[src/rtl/hamming_decoder_stream_if.sv]
// Valid/ready stream bundle for the Hamming(7,4) decoder: codeword in, corrected data out.
// master = the environment around the decoder, slave = the decoder itself.
interface hamming_decoder_stream_if;
   logic       in_valid;
   logic       in_ready;
   logic [6:0] in_code;
   logic       out_valid;
   logic       out_ready;
   logic [3:0] out_data;
   logic [2:0] out_syndrome;
   logic       out_err;

   modport master (
      output in_valid, in_code, out_ready,
      input  in_ready, out_valid, out_data, out_syndrome, out_err
   );

   modport slave (
      input  in_valid, in_code, out_ready,
      output in_ready, out_valid, out_data, out_syndrome, out_err
   );
endinterface

[src/rtl/hamming_decoder_stream.sv]
// Two-stage Hamming(7,4) single-error-correcting decoder with full backpressure
// and a saturating count of corrected words delivered downstream.
module hamming_decoder_stream #(
   parameter int CNT_W = 16
) (
   input  logic                  clk,
   input  logic                  rst,
   hamming_decoder_stream_if.slave bus,
   input  logic                  clr_cnt,
   output logic [CNT_W-1:0]      corr_cnt
);

   logic             s1_valid_reg;
   logic [6:0]       s1_code_reg;
   logic [2:0]       s1_syn_reg;
   logic             s2_valid_reg;
   logic [3:0]       s2_data_reg;
   logic [2:0]       s2_syn_reg;
   logic             s2_err_reg;
   logic [CNT_W-1:0] cnt_reg;

   logic       adv1;
   logic       adv2;
   logic [2:0] syn_next;
   logic [6:0] flip_mask;
   logic [6:0] fixed_code;
   logic [3:0] data_next;

   assign adv2 = !s2_valid_reg || bus.out_ready;
   assign adv1 = !s1_valid_reg || adv2;

   assign syn_next = {bus.in_code[3] ^ bus.in_code[4] ^ bus.in_code[5] ^ bus.in_code[6],
                      bus.in_code[1] ^ bus.in_code[2] ^ bus.in_code[5] ^ bus.in_code[6],
                      bus.in_code[0] ^ bus.in_code[2] ^ bus.in_code[4] ^ bus.in_code[6]};

   // Syndrome k selects Hamming position k, i.e. bit k-1; k=0 selects nothing.
   genvar gi;
   generate
      for (gi = 0; gi < 7; gi++) begin : g_flip
         assign flip_mask[gi] = (s1_syn_reg == 3'(gi + 1));
      end
   endgenerate

   assign fixed_code = s1_code_reg ^ flip_mask;
   assign data_next  = {fixed_code[6], fixed_code[5], fixed_code[4], fixed_code[2]};

   always_ff @(posedge clk) begin
      if (rst) begin
         s1_valid_reg <= 1'b0;
         s1_code_reg  <= '0;
         s1_syn_reg   <= '0;
      end else if (adv1) begin
         s1_valid_reg <= bus.in_valid;
         s1_code_reg  <= bus.in_code;
         s1_syn_reg   <= syn_next;
      end
   end

   always_ff @(posedge clk) begin
      if (rst) begin
         s2_valid_reg <= 1'b0;
         s2_data_reg  <= '0;
         s2_syn_reg   <= '0;
         s2_err_reg   <= 1'b0;
      end else if (adv2) begin
         s2_valid_reg <= s1_valid_reg;
         s2_data_reg  <= data_next;
         s2_syn_reg   <= s1_syn_reg;
         s2_err_reg   <= (s1_syn_reg != 3'd0);
      end
   end

   // Clear wins over a same-cycle increment; the count sticks at all-ones.
   always_ff @(posedge clk) begin
      if (rst || clr_cnt) begin
         cnt_reg <= '0;
      end else if (s2_valid_reg && bus.out_ready && s2_err_reg && (cnt_reg != {CNT_W{1'b1}})) begin
         cnt_reg <= cnt_reg + CNT_W'(1);
      end
   end

   assign bus.in_ready     = adv1;
   assign bus.out_valid    = s2_valid_reg;
   assign bus.out_data     = s2_data_reg;
   assign bus.out_syndrome = s2_syn_reg;
   assign bus.out_err      = s2_err_reg;
   assign corr_cnt         = cnt_reg;

endmodule

[src/flat_wrapper.sv]
// flat-port wrapper written by rule: the top's interface ports become plain ports
module hamming_decoder_stream_flat 
#(
   parameter int CNT_W = 16
)
  (clk, rst, clr_cnt, corr_cnt, bus_in_valid, bus_in_code, bus_out_ready, bus_in_ready, bus_out_valid, bus_out_data, bus_out_syndrome, bus_out_err);
  hamming_decoder_stream_if bus_i ();
  input  logic clk;
  input  logic rst;
  input  logic clr_cnt;
  output logic [CNT_W-1:0] corr_cnt;
  input wire logic [$bits(bus_i.in_valid)-1:0] bus_in_valid;
  input wire logic [$bits(bus_i.in_code)-1:0] bus_in_code;
  input wire logic [$bits(bus_i.out_ready)-1:0] bus_out_ready;
  output wire logic [$bits(bus_i.in_ready)-1:0] bus_in_ready;
  output wire logic [$bits(bus_i.out_valid)-1:0] bus_out_valid;
  output wire logic [$bits(bus_i.out_data)-1:0] bus_out_data;
  output wire logic [$bits(bus_i.out_syndrome)-1:0] bus_out_syndrome;
  output wire logic [$bits(bus_i.out_err)-1:0] bus_out_err;
  assign bus_i.in_valid = bus_in_valid;
  assign bus_i.in_code = bus_in_code;
  assign bus_i.out_ready = bus_out_ready;
  assign bus_in_ready = bus_i.in_ready;
  assign bus_out_valid = bus_i.out_valid;
  assign bus_out_data = bus_i.out_data;
  assign bus_out_syndrome = bus_i.out_syndrome;
  assign bus_out_err = bus_i.out_err;
  hamming_decoder_stream #(.CNT_W(CNT_W)) u_core (.clk(clk), .rst(rst), .bus(bus_i), .clr_cnt(clr_cnt), .corr_cnt(corr_cnt));
endmodule
[config.mk]
export PLATFORM = sky130hd
export DESIGN_NAME = hamming_decoder_stream_flat
export DESIGN_NICKNAME = d
export VERILOG_FILES = /design/src/rtl/hamming_decoder_stream_if.sv /design/src/rtl/hamming_decoder_stream.sv /design/src/flat_wrapper.sv
export SDC_FILE = /design/constraint.sdc
export NUM_CORES = 1
export LEC_CHECK = 0
export BUFFER_PORTS_ARGS = -buffer_cell sky130_fd_sc_hd__buf_2
export CORE_ASPECT_RATIO = 0.6
export CORE_MARGIN = 2
export CORE_UTILIZATION = 50
export DETAILED_ROUTE_END_ITERATION = 16
export PLACE_DENSITY = 0.86
export SYNTH_ARGS = -nofsm -noshare
export SYNTH_HDL_FRONTEND = slang
export SYNTH_SLANG_ARGS = --single-unit
[constraint.sdc]
create_clock -name clk -period 2.9 [get_ports clk]
set_input_delay 0 -clock clk [delete_from_list [all_inputs] [get_ports clk]]
set_output_delay 0 -clock clk [all_outputs]
set_load 0.005 [all_outputs]
==> results.tsv <==
metric	value	unit
Synth Net Count	195	
CTS HTree Levels	2	
Async SR Flop Fraction	0	
Startpoint Class	flip-flop	
clock root cell	clkbuf_8	
Vias/cell	5.99	
placed cell area	1760	um^2
Placer Congestion	0.845	
total negative slack	0	ps
width of the die	76.2	um
DRC viols	0	
nets	236	
Cell Pwr Density	483	nW/um^2
crit-path max FO	13	
Initial Util	0.535	
Setup violations, final	0	
Cell variety after synth	39	
maximum VDD drop	0.283	mV
Seq/Total Area, Yosys	0.422	
Crit Path Category	reg2reg	
XOR/XNOR share of the synthesized area	0.0504	
IO Pins	38	
Comb pwr share	0.094	
worst clock skew	4.44	ps
Finished Cell Area	1890	um^2
CTS tree	built	
final period utilization	0.728	
WL met1	1.91	mm
initial antenna violation count	0	
maxcap violations	0	
die area	3610	um^2
Overall Global Routing Usage	0.237	
Internal	687	uW
RSZ-0062 raised after global routing	false	
Diodes inserted	0	
DP Cell Count	253	
headroom to the max-slew limit	0.341	
CP required	3100	ps
Yosys reg bits	33	
met3 WL	387	um
final hold violation count	0	
Arr. time, crit path	2310	ps
Rows	15	
Psw	228	uW
Clock Sinks	33	
core area	2930	um^2
post-layout min period	2110	ps
max reg flops	16	
multiplexer share of the synthesized area	0	
Worst Hold Class	in2reg	
DIE HEIGHT	47.3	um
Post-Layout Cell Count	266	
uppermost layer routed	met4	
leakage power	0.000732	uW
WL final	3.94	mm
Worst-path clk slew	60	ps
Slew Viols, Final	0	
Clk Latency, worst-skew pair	280	ps
Worst Max-Slew Pin Slew	980	ps
share of layout cells above drive strength 1	0.219	
switching portion of total power	0.249	
wire length per cell	14.8	um
Synth Area in Adders	0.00799	
simple-gate area share of the yosys netlist	0.289	
largest net degree at the start of global routing	22	
Overflow after GRT	0	
synthesis-to-layout area growth	21.0	%
met2 wire length	1.62	mm
Flop pwr share	0.546	
DRT Pass-1 Iters	4	
largest family of logic cells by synthesized area	simple AND/OR/NAND/NOR gates	
vias in the first global route	1276	
first-pass GRT wire length	6.35	mm
Synth Area per Inst	8.60	um^2
Final ANT Viol Nets	0	
Yosys warning count	0	
Clk pwr share	0.360	
number of enable flip-flop cells after synthesis	0	
fmax	0.473	GHz
outcome	finished clean	
post-DP HPWL	2.76	mm
ys flop type	dfxtp_1	
Vias	1593	
Iter 0 DRT Violations	138	
TritonCTS Buffers	5	
Synth Area in Compound Gates	0.203	
PortBufs	37	
Clock Path Buffers	2	
Setup crit end kind	flip-flop	
Post-Syn Area	1570	um^2
Syn Inst Count	182	
[critical path: stages, from the launching register on]
cell      delay, ps
dfxtp_1         460
nand4_1         310
nor4_2          880
nor2_1          120
a211oi_1        260
[cell usage after synthesis, types with 2 or more instances]
| cell type | n | area share |
|---|---|---|
| and3_1 | 2 | 0.0080 |
| nor4_2 | 2 | 0.016 |
| nand3_1 | 6 | 0.019 |
| nor2_1 | 14 | 0.034 |
| nand2_1 | 20 | 0.048 |
| a311oi_1 | 4 | 0.022 |
| or3_1 | 9 | 0.036 |
| a21oi_1 | 20 | 0.064 |
| o211ai_1 | 2 | 0.0096 |
| nor4_1 | 2 | 0.0080 |
| clkbuf_1 | 6 | 0.014 |
| or4_1 | 6 | 0.029 |
| o31ai_1 | 8 | 0.038 |
| dfxtp_1 | 33 | 0.42 |
| a211oi_1 | 5 | 0.024 |
| xnor2_1 | 8 | 0.045 |
| nor3_1 | 2 | 0.0064 |
| o21ai_0 | 6 | 0.019 |
| nand4_1 | 7 | 0.028 |
[layout by cell type (no fill, tap or decap), drive strengths merged]
cell type	count
nor4	4
or2b	1
buf	37
and3	3
inv	1
o311ai	1
nand2	20
o21ai	7
ha	1
nor3	2
and2b	1
xnor2	8
or3	9
or2	2
dlygate4sd3	5
and4	1
a211oi	5
clkbuf	8
nand4	8
xor2	1
o21bai	1
and2	1
a311oi	4
o211ai	2
o31ai	8
or4	6
o211a	1
nand3	8
a21oi	20
nor2	14
dfxtp	33
o41ai	1
[cell families after synthesis]
kind of cell	count (synthesis)
and+or+nand+nor	80
xor gates and xnor gates	9
AOI/OAI and AO/OA	50
adders and majority gates	1
buffers and inverters	9
DFF	33
[repair_timing]
| item | in CTS | in global routing |
|---|---|---|
| endpoints found under the hold margin | 5 | 0 |
| buffers inserted | 0 | 0 |
| hold buffers | 5 | 0 |
| resized for setup | 0 | 0 |
[layout make-up]
class,instances,area [um^2]
fill,254,1030
clock buffer,8,80.1
multi-input combinational,140,862
tap,42,52.6
timing repair buffer,42,235
sequential,33,661
inverter,1,3.75
[power groups by stage]
stage          registers (uW)  clock network (uW)  logic, uW
6_report                  499                 329       86.4
3_3_place_gp              507                   0       77.5
5_1_grt                   502                 366       96.4
2_1_floorplan             503                   0       50.1
3_5_place_dp              508                   0       80.2
4_1_cts                   499                 338       85.9
[worst paths after layout]
| check | from | endpoint | slack (ps) | depth (start not counted) |
|---|---|---|---|---|
| worst min-delay path | clr_cnt | u_core.corr_cnt[5] | 30 | 3 |
| worst min register to register | u_core.bus.out_syndrome[2] | u_core.bus.out_syndrome[2] | 460 | 2 |
| worst max register to register | u_core.corr_cnt[7] | u_core.corr_cnt[3] | 790 | 4 |
| worst max-delay path | u_core.corr_cnt[7] | u_core.corr_cnt[3] | 790 | 4 |
[stage by stage]
| step | utilization | hold slack, ps | power [uW] | setup WS, ps |
|---|---|---|---|---|
| finish | 0.647 | 25.2 | 915 | 788 |
| CTS | 0.647 | 18.7 | 923 | 829 |
| detailed placement | 0.603 | 213 | 588 | 860 |
| global route | 0.647 | 49.6 | 964 | 620 |
| global placement | 0.603 | 207 | 585 | 983 |
| floorplan | - | 117 | 553 | 1180 |
[metal layers]
metal | vias to the layer above | GRT usage
li1 | 765 | -
met4 | 0 | 0.0655
met2 | 63 | 0.347
met5 | - | 0
met3 | 4 | 0.0981
met1 | 761 | 0.325
Note: power is estimated with default switching activity, not from simulation.
